**config.mk**
```make
export PLATFORM = sky130hd
export DESIGN_NAME = axis_snoop_writer
export DESIGN_NICKNAME = d
export VERILOG_FILES = /design/src/rtl/axis_snoop_writer_pkg.sv /design/src/rtl/axis_snoop_writer.sv
export SDC_FILE = /design/constraint.sdc
export NUM_CORES = 1
export LEC_CHECK = 0
export ABC_CLOCK_PERIOD_IN_PS = 2330
export CAP_MARGIN = 20
export CORE_UTILIZATION = 30
export DETAILED_ROUTE_END_ITERATION = 16
export SLEW_MARGIN = 40
export SYNTH_ARGS = -nofsm -noshare
export SYNTH_HDL_FRONTEND = slang
export SYNTH_SLANG_ARGS = --single-unit
```
**constraint.sdc**
```tcl
create_clock -name clk -period 2.33 [get_ports clk]
set_input_delay 0.5825 -clock clk [delete_from_list [all_inputs] [get_ports clk]]
set_output_delay 0.5825 -clock clk [all_outputs]
set_load 0.005 [all_outputs]
```
**src/rtl/axis_snoop_writer_pkg.sv**
```systemverilog
// Shared definitions for the AXI-Stream snoop writer.
// Holds the FSM state encoding, the drop counter width and a 4-bit popcount.
package axis_snoop_writer_pkg;

    typedef enum logic [2:0] {
        ST_RESYNC  = 3'd0,
        ST_IDLE    = 3'd1,
        ST_CAPTURE = 3'd2,
        ST_TRUNC   = 3'd3,
        ST_DROP    = 3'd4
    } state_t;

    localparam int DROP_CNT_W = 16;

    function automatic logic [2:0] popcount4(input logic [3:0] k);
        return 3'(k[0]) + 3'(k[1]) + 3'(k[2]) + 3'(k[3]);
    endfunction

endpackage

```
**src/rtl/axis_snoop_writer.sv**
```systemverilog
// Write-side sequencer that copies snooped stream packets into the granted buffer.
// Ports: clk, rst_n (sync, active low); s_* stream tap; ready_for_snooper grant;
// snooper_wr_* buffer write port; snooper_done EOP pulse; pkt_* / drop_cnt status.
module axis_snoop_writer
    import axis_snoop_writer_pkg::*;
#(
    parameter int ADDR_WIDTH = 10
) (
    input  logic                    clk,
    input  logic                    rst_n,
    input  logic [31:0]             s_tdata,
    input  logic [3:0]              s_tkeep,
    input  logic                    s_tvalid,
    input  logic                    s_tlast,
    input  logic                    ready_for_snooper,
    output logic [ADDR_WIDTH-1:0]   snooper_wr_addr,
    output logic [31:0]             snooper_wr_data,
    output logic                    snooper_wr_en,
    output logic                    snooper_done,
    output logic [ADDR_WIDTH+2:0]   pkt_byte_len,
    output logic                    pkt_trunc,
    output logic [DROP_CNT_W-1:0]   drop_cnt,
    output logic [31:0]             pkt_cnt
);

    localparam int CNT_W = ADDR_WIDTH + 1;
    localparam int LEN_W = ADDR_WIDTH + 3;
    localparam logic [CNT_W-1:0] CAP_WORDS = {1'b1, {ADDR_WIDTH{1'b0}}};
    localparam logic [LEN_W-1:0] CAP_BYTES = {1'b1, {(ADDR_WIDTH+2){1'b0}}};

    state_t             state, state_nxt;
    logic [CNT_W-1:0]   wcnt, wcnt_nxt;

    logic               stg_valid;
    logic [31:0]        stg_data;
    logic [3:0]         stg_keep;
    logic               stg_last;

    logic               wr_en_c;
    logic               done_c;
    logic               trunc_c;
    logic [LEN_W-1:0]   len_c;
    logic               drop_inc;
    logic [LEN_W-1:0]   keep_bytes;

    assign keep_bytes = LEN_W'(popcount4(stg_keep));

    // Input stage: free-running register, no backpressure on the tap.
    always_ff @(posedge clk) begin
        if (!rst_n) begin
            stg_valid <= 1'b0;
            stg_data  <= '0;
            stg_keep  <= '0;
            stg_last  <= 1'b0;
        end else begin
            stg_valid <= s_tvalid;
            stg_data  <= s_tdata;
            stg_keep  <= s_tkeep;
            stg_last  <= s_tlast;
        end
    end

    always_ff @(posedge clk) begin
        if (!rst_n) begin
            state <= ST_RESYNC;
            wcnt  <= '0;
        end else begin
            state <= state_nxt;
            wcnt  <= wcnt_nxt;
        end
    end

    // wcnt is cleared on every path back to IDLE or into DROP so the
    // next SOP always writes address 0 straight from wcnt.
    always_comb begin
        state_nxt = state;
        wcnt_nxt  = wcnt;
        wr_en_c   = 1'b0;
        done_c    = 1'b0;
        trunc_c   = 1'b0;
        len_c     = '0;
        drop_inc  = 1'b0;
        if (stg_valid) begin
            unique case (state)
                ST_RESYNC: begin
                    if (stg_last) state_nxt = ST_IDLE;
                end
                ST_IDLE: begin
                    if (ready_for_snooper) begin
                        wr_en_c = 1'b1;
                        if (stg_last) begin
                            done_c   = 1'b1;
                            len_c    = keep_bytes;
                            wcnt_nxt = '0;
                        end else begin
                            wcnt_nxt  = CNT_W'(1);
                            state_nxt = ST_CAPTURE;
                        end
                    end else begin
                        drop_inc = 1'b1;
                        if (!stg_last) state_nxt = ST_DROP;
                    end
                end
                ST_CAPTURE: begin
                    if (!ready_for_snooper) begin
                        // Grant withdrawn mid-packet: abandon it silently.
                        drop_inc  = 1'b1;
                        wcnt_nxt  = '0;
                        state_nxt = stg_last ? ST_IDLE : ST_DROP;
                    end else if (wcnt != CAP_WORDS) begin
                        wr_en_c  = 1'b1;
                        wcnt_nxt = wcnt + CNT_W'(1);
                        if (stg_last) begin
                            done_c    = 1'b1;
                            len_c     = {wcnt, 2'b00} + keep_bytes;
                            wcnt_nxt  = '0;
                            state_nxt = ST_IDLE;
                        end
                    end else if (stg_last) begin
                        done_c    = 1'b1;
                        trunc_c   = 1'b1;
                        len_c     = CAP_BYTES;
                        wcnt_nxt  = '0;
                        state_nxt = ST_IDLE;
                    end else begin
                        state_nxt = ST_TRUNC;
                    end
                end
                ST_TRUNC: begin
                    if (stg_last) begin
                        done_c    = 1'b1;
                        trunc_c   = 1'b1;
                        len_c     = CAP_BYTES;
                        wcnt_nxt  = '0;
                        state_nxt = ST_IDLE;
                    end
                end
                ST_DROP: begin
                    if (stg_last) state_nxt = ST_IDLE;
                end
                default: begin
                    state_nxt = ST_RESYNC;
                    wcnt_nxt  = '0;
                end
            endcase
        end
    end

    assign snooper_wr_addr = wcnt[ADDR_WIDTH-1:0];
    assign snooper_wr_data = stg_data;
    assign snooper_wr_en   = wr_en_c;
    assign snooper_done    = done_c;

    always_ff @(posedge clk) begin
        if (!rst_n) begin
            pkt_byte_len <= '0;
            pkt_trunc    <= 1'b0;
            pkt_cnt      <= '0;
            drop_cnt     <= '0;
        end else begin
            if (done_c) begin
                pkt_byte_len <= len_c;
                pkt_trunc    <= trunc_c;
                pkt_cnt      <= pkt_cnt + 32'd1;
            end
            if (drop_inc && drop_cnt != '1) begin
                drop_cnt <= drop_cnt + DROP_CNT_W'(1);
            end
        end
    end

endmodule

```
After elaboration in Yosys (flattened, before gate mapping)
Index checks and enable logic that the tools add are counted.

Flip-flop bits (word level): 114. Input port bits: 41. Output and inout bits: 106. Word-level logic and storage cells: 73.

$add $sub $neg: 7. Equal/unequal tests: 8. Multiplexer cells: 40. Bitwise logic cells: 1. Reduce and logical (&&, ||, !) cells: 7.

Operator list (count): $mux 13 (5); $mux 11 (5); $pmux 11 s4 (1); $pmux 13 s3 (1); $add 32x1->32 const B (1); $mux 3 (9); $add 16x1->16 const B (1); $ne 16x16->1 const B (1); $mux 1 (14); $add 13x3->13 (1); $add 11x1->11 const B (1); $ne 11x11->1 const B (1); $pmux 3 s3 (1); $eq 3x2->1 const B (2); $pmux 1 s2 (3); $ne 2x2->1 const B (2); $reduce_or 2->1 (2); $add 2x1->3 (1); $add 3x1->3 (1); $eq 3x1->1 const B (1); $eq 3x3->1 const B (1); $logic_not 3->1 (1); $reduce_and 3->1 (1); $reduce_or 3->1 (1); other kinds (5) (5).

Longest topological paths before layout
Gate-level depths: netlist of the first run.

Depth in word-level cells: 9. Depth in mapped cells: 10. Gate-level depth less buffers: 10.

Worst setup path before layout of the first run
Ideal clock, no wire load.

Path type: input -> output. Start: input port ready_for_snooper. End: output port snooper_wr_en. Arrival: 1.690 ns. Data required time: 1.747 ns. Path slack: 0.057 ns. Stages: 5. Buffers on the path: 2. Path through: clkbuf_1 > and3_1 > and2_1 > clkbuf_1 > o21a_1.

Longest elaborated chain between the ends: 3. Elaborated cells between the ends (all ways): 4. Those cells by class: 4 x mux.

RTL lines: from (decl) (line axis_snoop_writer.sv:15) `input logic ready_for_snooper,`; $mux 1, on equally long branches (line axis_snoop_writer.sv:105, axis_snoop_writer.sv:89); $pmux 1 s2 (*) (line axis_snoop_writer.sv:84) `unique case (state)`; $mux 1 (*) (line axis_snoop_writer.sv:83) `if (stg_valid) begin`; to (decl) (line axis_snoop_writer.sv:18) `output logic snooper_wr_en,`.

Every way passes the cells marked *; elsewhere a longest branch is shown, timed or not.

Worst setup path after layout of the first run
Start: register wcnt[2]. End: output port snooper_wr_en.

Longest elaborated chain between the ends: 5.

RTL lines: from (decl) (line axis_snoop_writer.sv:32) `logic [CNT_W-1:0] wcnt, wcnt_nxt;`; from (signal assigned) (line axis_snoop_writer.sv:69) `wcnt <= wcnt_nxt;`; $ne 11x11->1 (line axis_snoop_writer.sv:110) `end else if (wcnt != CAP_WORDS) begin`; $mux 1 (line axis_snoop_writer.sv:110); $mux 1 (line axis_snoop_writer.sv:105) `if (!ready_for_snooper) begin`; $pmux 1 s2 (line axis_snoop_writer.sv:84); $mux 1 (line axis_snoop_writer.sv:83).

Every way passes these cells.

==> reports/qor.csv, run 1 <==
stage;metric;value;unit
floorplanning;num rows;47;
global_routing;vias in the first global route;4581;
timing;Slew Viols, Final;0;
timing;RSZ-0062 raised after global routing;yes;
clock_tree;CTS tree;done;
finish;final net count;797;
power_and_ir_drop;Leak Pwr;2.87;nW
timing;Final min period;2.40;ns
timing;Rel. slew slack;0.581;
routing;Vias per Instance;4.89;
floorplanning;io pins;147;
setup_path;Largest stage delay, worst path;0.33;ns
timing;final worst slack;-0.0702;ns
synth;Mapped Area;0.00508;mm2
hold_path;hold_sp;pkt_byte_len[6];
timing;Max Clock Freq;0.417;GHz
power_and_ir_drop;switching part of the total;0.208;
power_and_ir_drop;Power Total;4.63;mW
hold_path;worst hold path cell count;2;
synth;simple-gate share of the synthesized area;0.300;
clock_tree;worst skew pair latency;0.42;ns
synth;post-synthesis mux area share;0.00985;
routing;final WL;14200;um
synth;post-synthesis sequential area ratio;0.449;
synth;yosys warns;0;
synth;async set or reset register ratio after synthesis;0;
clock_tree;Longest Clk Path Bufs;2;
timing;Worst Hold Slack;0.455;ns
setup_path;Worst Path Max Fanout;2;
routing;Iter 0 DRT Violations;364;
timing;Final period util;1.03;
hold_path;hold crit path type;reg2reg;
setup_path;Setup crit start kind;flop;
finish;n_diodes;0;
floorplanning;die height;132;um
finish;cell area after layout;0.00765;mm2
setup_path;R2R setup slack;0.02;ns
clock_tree;clk sinks;114;
setup_path;reg2reg end;pkt_byte_len[9];
synth;main area contributors after synthesis;dfxtp_1 (45%), and2_1 (5.5%), xnor2_1 (4.7%), nand3_1 (4.3%), nor2_1 (4.1%);
timing;Post-Route Skew;0.00847;ns
setup_path;Worst Setup Path Type;reg2out;
placement;Placed Area;0.00696;mm2
finish;layout cell share with drive strength beyond 1;0.146;
placement;Final HPWL DP;10000;um
routing;DR vias;4780;
floorplanning;die area;0.0175;mm2
outcome;status;finished, violations left;
routing;Routed WL per cell;14.5;um
routing;post-route ant nets;0;
synth;main combinational cell family by area after synthesis;simple AND/OR/NAND/NOR gates;
run;max_cap viols;0;
global_routing;antenna violations before repair;0;
power_and_ir_drop;Reg power frac;0.433;
synth;Yosys reg bits;114;
synth;post-synthesis area per instance;8.84;um2
routing;DR DRC count;0;
setup_path;Worst Setup End Kind;primary output;
routing;DRT Pass-1 Iters;6;
setup_path;slowest CP cell;dfxtp_2;
synth;number of synthesized flops with an enable pin;0;
setup_path;worst path arrival time;1.82;ns
synth;ys flop type;dfxtp_1;
power_and_ir_drop;Clock Power Share;0.518;
floorplanning;Core ar.;0.0166;mm2
synth;biggest area consumer among synthesized cells;dfxtp_1;
finish;Layout Cells excl Fill;978;
timing;slew of the pin with the lowest slew margin;0.629;ns
synth;adder-cell share of the synthesized area;0.0256;
global_routing;total congestion overflow;0;
setup_path;crit-path cells;nor4_4 -> buf_4 -> nand4_1 -> and2_4 -> o21a_1 -> buf_2;
global_routing;largest net degree at the start of global routing;66;
outcome;failing checks;setup timing;
power_and_ir_drop;Logic pwr share;0.049;
placement;placer's final routability congestion estimate;0.843;
floorplanning;die width;132;um
clock_tree;H-tree depth;4;
setup_path;R2R cell count;10;
synth;XOR/XNOR Fraction of Synth Area;0.0810;
synth;Yosys top cell area share;0.449;
floorplanning;Initial Utilization;0.306;
global_routing;Total GRT Usage;0.166;
synth;gate count of the mapped netlist;575;
finish;Fill cells;1580;
global_routing;global-route wire length before repair;22800;um
finish;area grow syn2layout;50.6;%
hold_path;Hold Path Sink;pkt_byte_len[6];
clock_tree;root buf cell;clkbuf_16;
power_and_ir_drop;Net Sw Power;0.961;mW
synth;synth unique cells;64;
timing;final setup vio count;1;
placement;pre-CTS setup slack;-0.471;ns
power_and_ir_drop;worst vdd ir;0.505;mV
setup_path;worst path required time;1.75;ns
synth;Compound-Gate Fraction of Synth Area;0.0906;
placement;Post-Place Cells;945;
placement;PortBufs;146;
power_and_ir_drop;power per cell area;604;mW/mm2
synth;syn_nets;625;
timing;final hold vios;0;
clock_tree;Reg clk slew, reported paths;0.05;ns
clock_tree;CTS buffer count;17;
power_and_ir_drop;Int Pwr;3.66;mW
setup_path;reg-to-reg startpoint;stg_keep[1];
## critical path: cells and delay by family (launching register included)
kind            cells  cell delay, ns
simple gates        3            0.62
flops               1            0.33
buf+inv             2            0.28
compound gates      1            0.16
## how the worst max path moves through the flow
stage,startpoint,endpoint,slack (ns)
after global routing,wcnt[2],snooper_wr_en,-0.17
after global placement,ready_for_snooper,pkt_cnt[30],-0.42
final,wcnt[2],snooper_wr_en,-0.07
after CTS,wcnt[5],snooper_wr_en,-0.07
after detailed placement,ready_for_snooper,pkt_cnt[30],-0.47
after floorplan,ready_for_snooper,snooper_wr_en,0.06
## synthesized netlist by cell type (all sizes together) (2+ instances only)
| library cell | count |
|---|---|
| a21o | 2 |
| a21oi | 21 |
| a22o | 2 |
| a31oi | 2 |
| and2 | 45 |
| and3 | 13 |
| and4 | 11 |
| buf | 16 |
| clkbuf | 26 |
| dfxtp | 114 |
| ha | 8 |
| inv | 7 |
| mux2i | 5 |
| nand2 | 43 |
| nand2b | 5 |
| nand3 | 45 |
| nand4 | 20 |
| nor2 | 55 |
| nor2b | 4 |
| nor3 | 11 |
| nor3b | 4 |
| nor4 | 9 |
| nor4b | 5 |
| o21a | 4 |
| o21ai | 17 |
| o21bai | 2 |
| o311ai | 2 |
| o31ai | 4 |
| or4 | 4 |
| xnor2 | 27 |
| xor2 | 20 |
## per-stage QoR
step / util / setup TNS, ns
final: 0.461 / -0.0702
after global placement: 0.420 / -6.34
after CTS: 0.458 / -0.0733
after floorplan: - / 0
after global routing: 0.461 / -0.372
after detailed placement: 0.420 / -8.08
## cells by family (layout without fill, tap and decap cells)
logic type / count (synthesis) / count (layout)
adder cells (fa/ha/maj): 10 / 10
XOR/XNOR: 47 / 47
flip-flops: 114 / 114
buffers and inverters: 49 / 232
AND/OR/NAND/NOR: 279 / 279
multiplexers: 5 / 5
AO/OA/AOI/OAI: 71 / 71
## cell usage in the layout (no fill, tap or decap), types with 3 or more instances in the layout
master / instances
xnor2_1: 27
a21oi_1: 19
nand3_1: 42
nor2_1: 54
nor2b_1: 3
o21a_1: 4
nor4b_1: 5
and3_1: 13
mux2i_1: 5
inv_1: 6
o21ai_1: 3
and4_1: 9
clkbuf_8: 7
xor2_1: 20
o21ai_0: 14
clkdlybuf4s50_1: 142
or4_1: 4
dfxtp_2: 4
nor3_1: 9
nand2_1: 42
nor4_1: 6
dfxtp_1: 110
ha_1: 4
ha_4: 3
clkinv_2: 5
buf_4: 48
nand2b_1: 5
nand4_1: 20
clkbuf_16: 17
o31ai_1: 4
and2_1: 44
## metal layers
layer	vias to the layer above	global-route usage	wire [um]
met4	0	0.0769	346
met5	-	0	0
li1	2353	-	-
met3	24	0.0711	1180
met1	2209	0.190	6200
met2	194	0.269	6430
## power by group through the flow
stage / Clock (mW) / Combinational, mW / Sequential, mW
5_1_grt: 2.57 / 0.249 / 2.00
4_1_cts: 2.47 / 0.230 / 2.00
2_1_floorplan: 0 / 0.0739 / 2.04
3_5_place_dp: 0 / 0.227 / 2.04
6_report: 2.39 / 0.228 / 2.00
3_3_place_gp: 0 / 0.224 / 2.04
## state kept, by name, summed over array words and instances (netlist names)
name / flops
drop_cnt: 16
wcnt: 11
pkt_cnt: 32
stg_last: 1
stg_keep: 4
snooper_wr_data: 32
stg_valid: 1
pkt_trunc: 1
state: 3
pkt_byte_len: 13
## timing repair
action,4_1_cts,5_1_grt
gates resized for setup,20,15
hold buffers,0,0
setup endpoints to repair,11,8
pin swaps,6,14
buffers inserted,2,1
## cell type report
cell class,instances,area (um2),area share
inverter,7,26.3,0.00343
sequential,114,2290,0.299
clock buffer,25,526,0.0687
multi-input combinational,412,2690,0.352
tap,220,275,0.0360
clock inverter,5,25.0,0.00327
timing repair buffer,195,1820,0.238
Note: power is estimated with default switching activity, not from simulation.
==> inputs of run 2 (changes only) <==
--- a/config.mk
+++ b/config.mk
@@ -7,8 +7,12 @@
 export LEC_CHECK = 0
 export ABC_CLOCK_PERIOD_IN_PS = 2330
 export CAP_MARGIN = 20
+export CELL_PAD_IN_SITES_DETAIL_PLACEMENT = 0
+export CELL_PAD_IN_SITES_GLOBAL_PLACEMENT = 1
 export CORE_UTILIZATION = 30
 export DETAILED_ROUTE_END_ITERATION = 16
+export GPL_TIMING_DRIVEN = 1
+export PLACE_DENSITY_LB_ADDON = 0.1
 export SLEW_MARGIN = 40
 export SYNTH_ARGS = -nofsm -noshare
 export SYNTH_HDL_FRONTEND = slang
==> reports/qor.csv, run 2 (synthesized netlist as in run 1, its figures left out) <==
stage;metric;value;unit;change
finish;most frequent cells in the layout;clkdlybuf4s50_1 (142), dfxtp_1 (112), nor2_1 (54), buf_4 (45), and2_1 (44);;
floorplanning;die area;0.0175;mm2;unchanged
clock_tree;CTS tree;done;;
placement;placer's final routability congestion estimate;0.817;;-3.1%
power_and_ir_drop;worst vdd ir;0.513;mV;+1.6%
finish;Layout Cells excl Fill;973;;-0.51%
global_routing;grt met2 use;0.293;;+0.0241
setup_path;Crit path max-delay family;simple AND/OR/NAND/NOR gates;;
routing;final WL;14800;um;+4.2%
routing;DR DRC count;0;;unchanged
floorplanning;num rows;47;;unchanged
placement;Post-Place Cells;945;;unchanged
timing;Max Clock Freq;0.414;GHz;-0.58%
timing;Slew Viols, Final;0;;unchanged
setup_path;worst path required time;1.75;ns;about the same
timing;final hold vios;0;;unchanged
global_routing;Total GRT Usage;0.176;;+0.00994
global_routing;met3 Use GR;0.0465;;-0.0246
timing;RSZ-0062 raised after global routing;yes;;
clock_tree;postcts setup bufs;0;;-2
global_routing;GRT met1 Usage;0.217;;+0.0275
finish;layout cell share with drive strength beyond 1;0.135;;-0.0110
floorplanning;die width;132;um;unchanged
floorplanning;Initial Utilization;0.306;;unchanged
setup_path;Setup crit start kind;flop;;
clock_tree;hold_buf cts;0;;unchanged
outcome;failing checks;setup timing;;
routing;DR vias;4739;;-0.86%
timing;Rel. slew slack;0.568;;-0.0126
global_routing;antenna violations before repair;0;;unchanged
run;max_cap viols;0;;unchanged
global_routing;busiest grt layer;met2;;
finish;n_diodes;0;;unchanged
setup_path;crit-path cells;nor4_4 -> buf_4 -> nand4_1 -> and2_4 -> o21a_1 -> buf_2;;
routing;Vias per Instance;4.87;;-0.35%
setup_path;Largest stage delay, worst path;0.34;ns;about the same
floorplanning;Core ar.;0.0166;mm2;unchanged
finish;most common cell after layout, fill and taps aside;clkdlybuf4s50_1;;
setup_path;Worst Setup End Kind;primary output;;
routing;Routed WL per cell;15.2;um;+4.7%
finish;final net count;793;;-0.50%
setup_path;Worst Path Max Fanout;2;;unchanged
setup_path;worst path bufs/invs;2;;unchanged
outcome;status;finished, violations left;;
clock_tree;Longest Clk Path Bufs;2;;unchanged
timing;slew of the pin with the lowest slew margin;0.648;ns;+0.0189 ns
routing;post-route ant nets;0;;unchanged
timing;final setup vio count;1;;unchanged
global_routing;vias in the first global route;4681;;+2.2%
clock_tree;root buf cell;clkbuf_16;;
power_and_ir_drop;power per cell area;615;mW/mm2;+1.7%
setup_path;slowest CP cell;dfxtp_1;;
clock_tree;H-tree depth;4;;unchanged
placement;PortBufs;146;;unchanged
global_routing;largest net degree at the start of global routing;66;;unchanged
clock_tree;clk sinks;114;;unchanged
routing;Iter 0 DRT Violations;195;;-46%
setup_path;worst path arrival time;1.83;ns;about the same
clock_tree;Reg clk slew, reported paths;0.05;ns;about the same
clock_tree;worst skew pair latency;0.41;ns;about the same
setup_path;Worst Setup Path Type;reg2out;;
power_and_ir_drop;Leak Pwr;2.85;nW;-0.71%
timing;Post-Route Skew;0.00824;ns;-0.000235 ns
finish;area grow syn2layout;50.0;%;
clock_tree;CTS buffer count;17;;unchanged
routing;DRT Pass-1 Iters;5;;-1
timing;Worst Hold Slack;0.447;ns;-0.00807 ns
timing;Final period util;1.04;;+0.00597
global_routing;global-route wire length before repair;24400;um;+6.9%
global_routing;total congestion overflow;0;;unchanged
hold_path;hold crit path type;reg2reg;;
floorplanning;io pins;147;;unchanged
placement;Final HPWL DP;10600;um;+6.3%
timing;Final min period;2.41;ns;+0.0139 ns
floorplanning;die height;132;um;unchanged
timing;final worst slack;-0.0841;ns;-0.0139 ns
==> run 2: changes by cell type in the layout (fill, tap and decap cells not counted), moves of 2 or more <==
cell / previous run / this run
dfxtp_2: 4 / 2
dfxtp_1: 110 / 112
buf_4: 48 / 45
clkbuf_8: 7 / 2
bufinv_16: 0 / 2
clkbuf_1: 1 / 3
==> run 2: worst register-to-register path, stage by stage, from the launching register on <==
cell	delay, ns
dfxtp_2	0.32
fa_1	0.54
ha_2	0.19
ha_4	0.15
ha_4	0.16
ha_4	0.15
nand3_4	0.13
nor3_4	0.16
xor2_1	0.19
a31oi_1	0.11
nor2_1	0.10
==> run 2: power breakdown <==
part	total [mW]	switching [mW]	internal, mW
combinational	0.231	0.0879	0.143
clock	2.46	0.856	1.60
sequential	2.00	0.0113	1.99
total	4.69	0.956	3.73
==> run 2: worst paths after layout <==
kind                      endpoint  cells past startpoint            start  slack [ns]
hold reg to reg    pkt_byte_len[7]                      2  pkt_byte_len[7]        0.45
setup / recovery     snooper_wr_en                      6          wcnt[3]       -0.08
hold / removal     pkt_byte_len[7]                      2  pkt_byte_len[7]        0.45
setup reg to reg  pkt_byte_len[12]                     10      stg_keep[3]        0.08
==> run 2: timing repair <==
| item | CTS | global route |
|---|---|---|
| pin swaps | 12 | 4 |
| resized for setup | 27 | 7 |
| endpoints found under the setup margin | 8 | 6 |
==> run 2: layout make-up <==
cell class	count	area, um2
Tap cell	220	275
Fill cell	1631	8960
Clock buffer	22	464
Multi-Input combinational cell	412	2700
Inverter	7	26.3
Clock inverter	7	85.1
Sequential cell	114	2280
Timing Repair Buffer	191	1790
==> run 2: per-layer routing <==
layer / vias up / part of all wire
met5: - / 0
li1: 2349 / -
met2: 128 / 0.50
met4: 0 / 0.014
met3: 14 / 0.047
met1: 2248 / 0.44
==> run 2: metrics by stage <==
step / instance area [um2] / setup TNS [ns] / utilization / setup WS [ns] / power, mW
final: 7620 / -0.0841 / 0.460 / -0.0841 / 4.69
after global routing: 7620 / -0.236 / 0.460 / -0.161 / 4.85
after floorplan: 5080 / 0 / - / 0.0572 / 2.12
after detailed placement: 6960 / -7.39 / 0.420 / -0.423 / 2.27
after CTS: 7580 / -0.0812 / 0.457 / -0.0812 / 4.75
after global placement: 6960 / -6.11 / 0.420 / -0.408 / 2.27
==> inputs of run 3 (changes only) <==
--- a/config.mk
+++ b/config.mk
@@ -6,7 +6,7 @@
 export NUM_CORES = 1
 export LEC_CHECK = 0
 export ABC_CLOCK_PERIOD_IN_PS = 2330
-export CAP_MARGIN = 20
+export CAP_MARGIN = 10
 export CELL_PAD_IN_SITES_DETAIL_PLACEMENT = 0
 export CELL_PAD_IN_SITES_GLOBAL_PLACEMENT = 1
 export CORE_UTILIZATION = 30
==> results of run 3 <==
Final layout, timing and power as in run 2 (identical DEF).
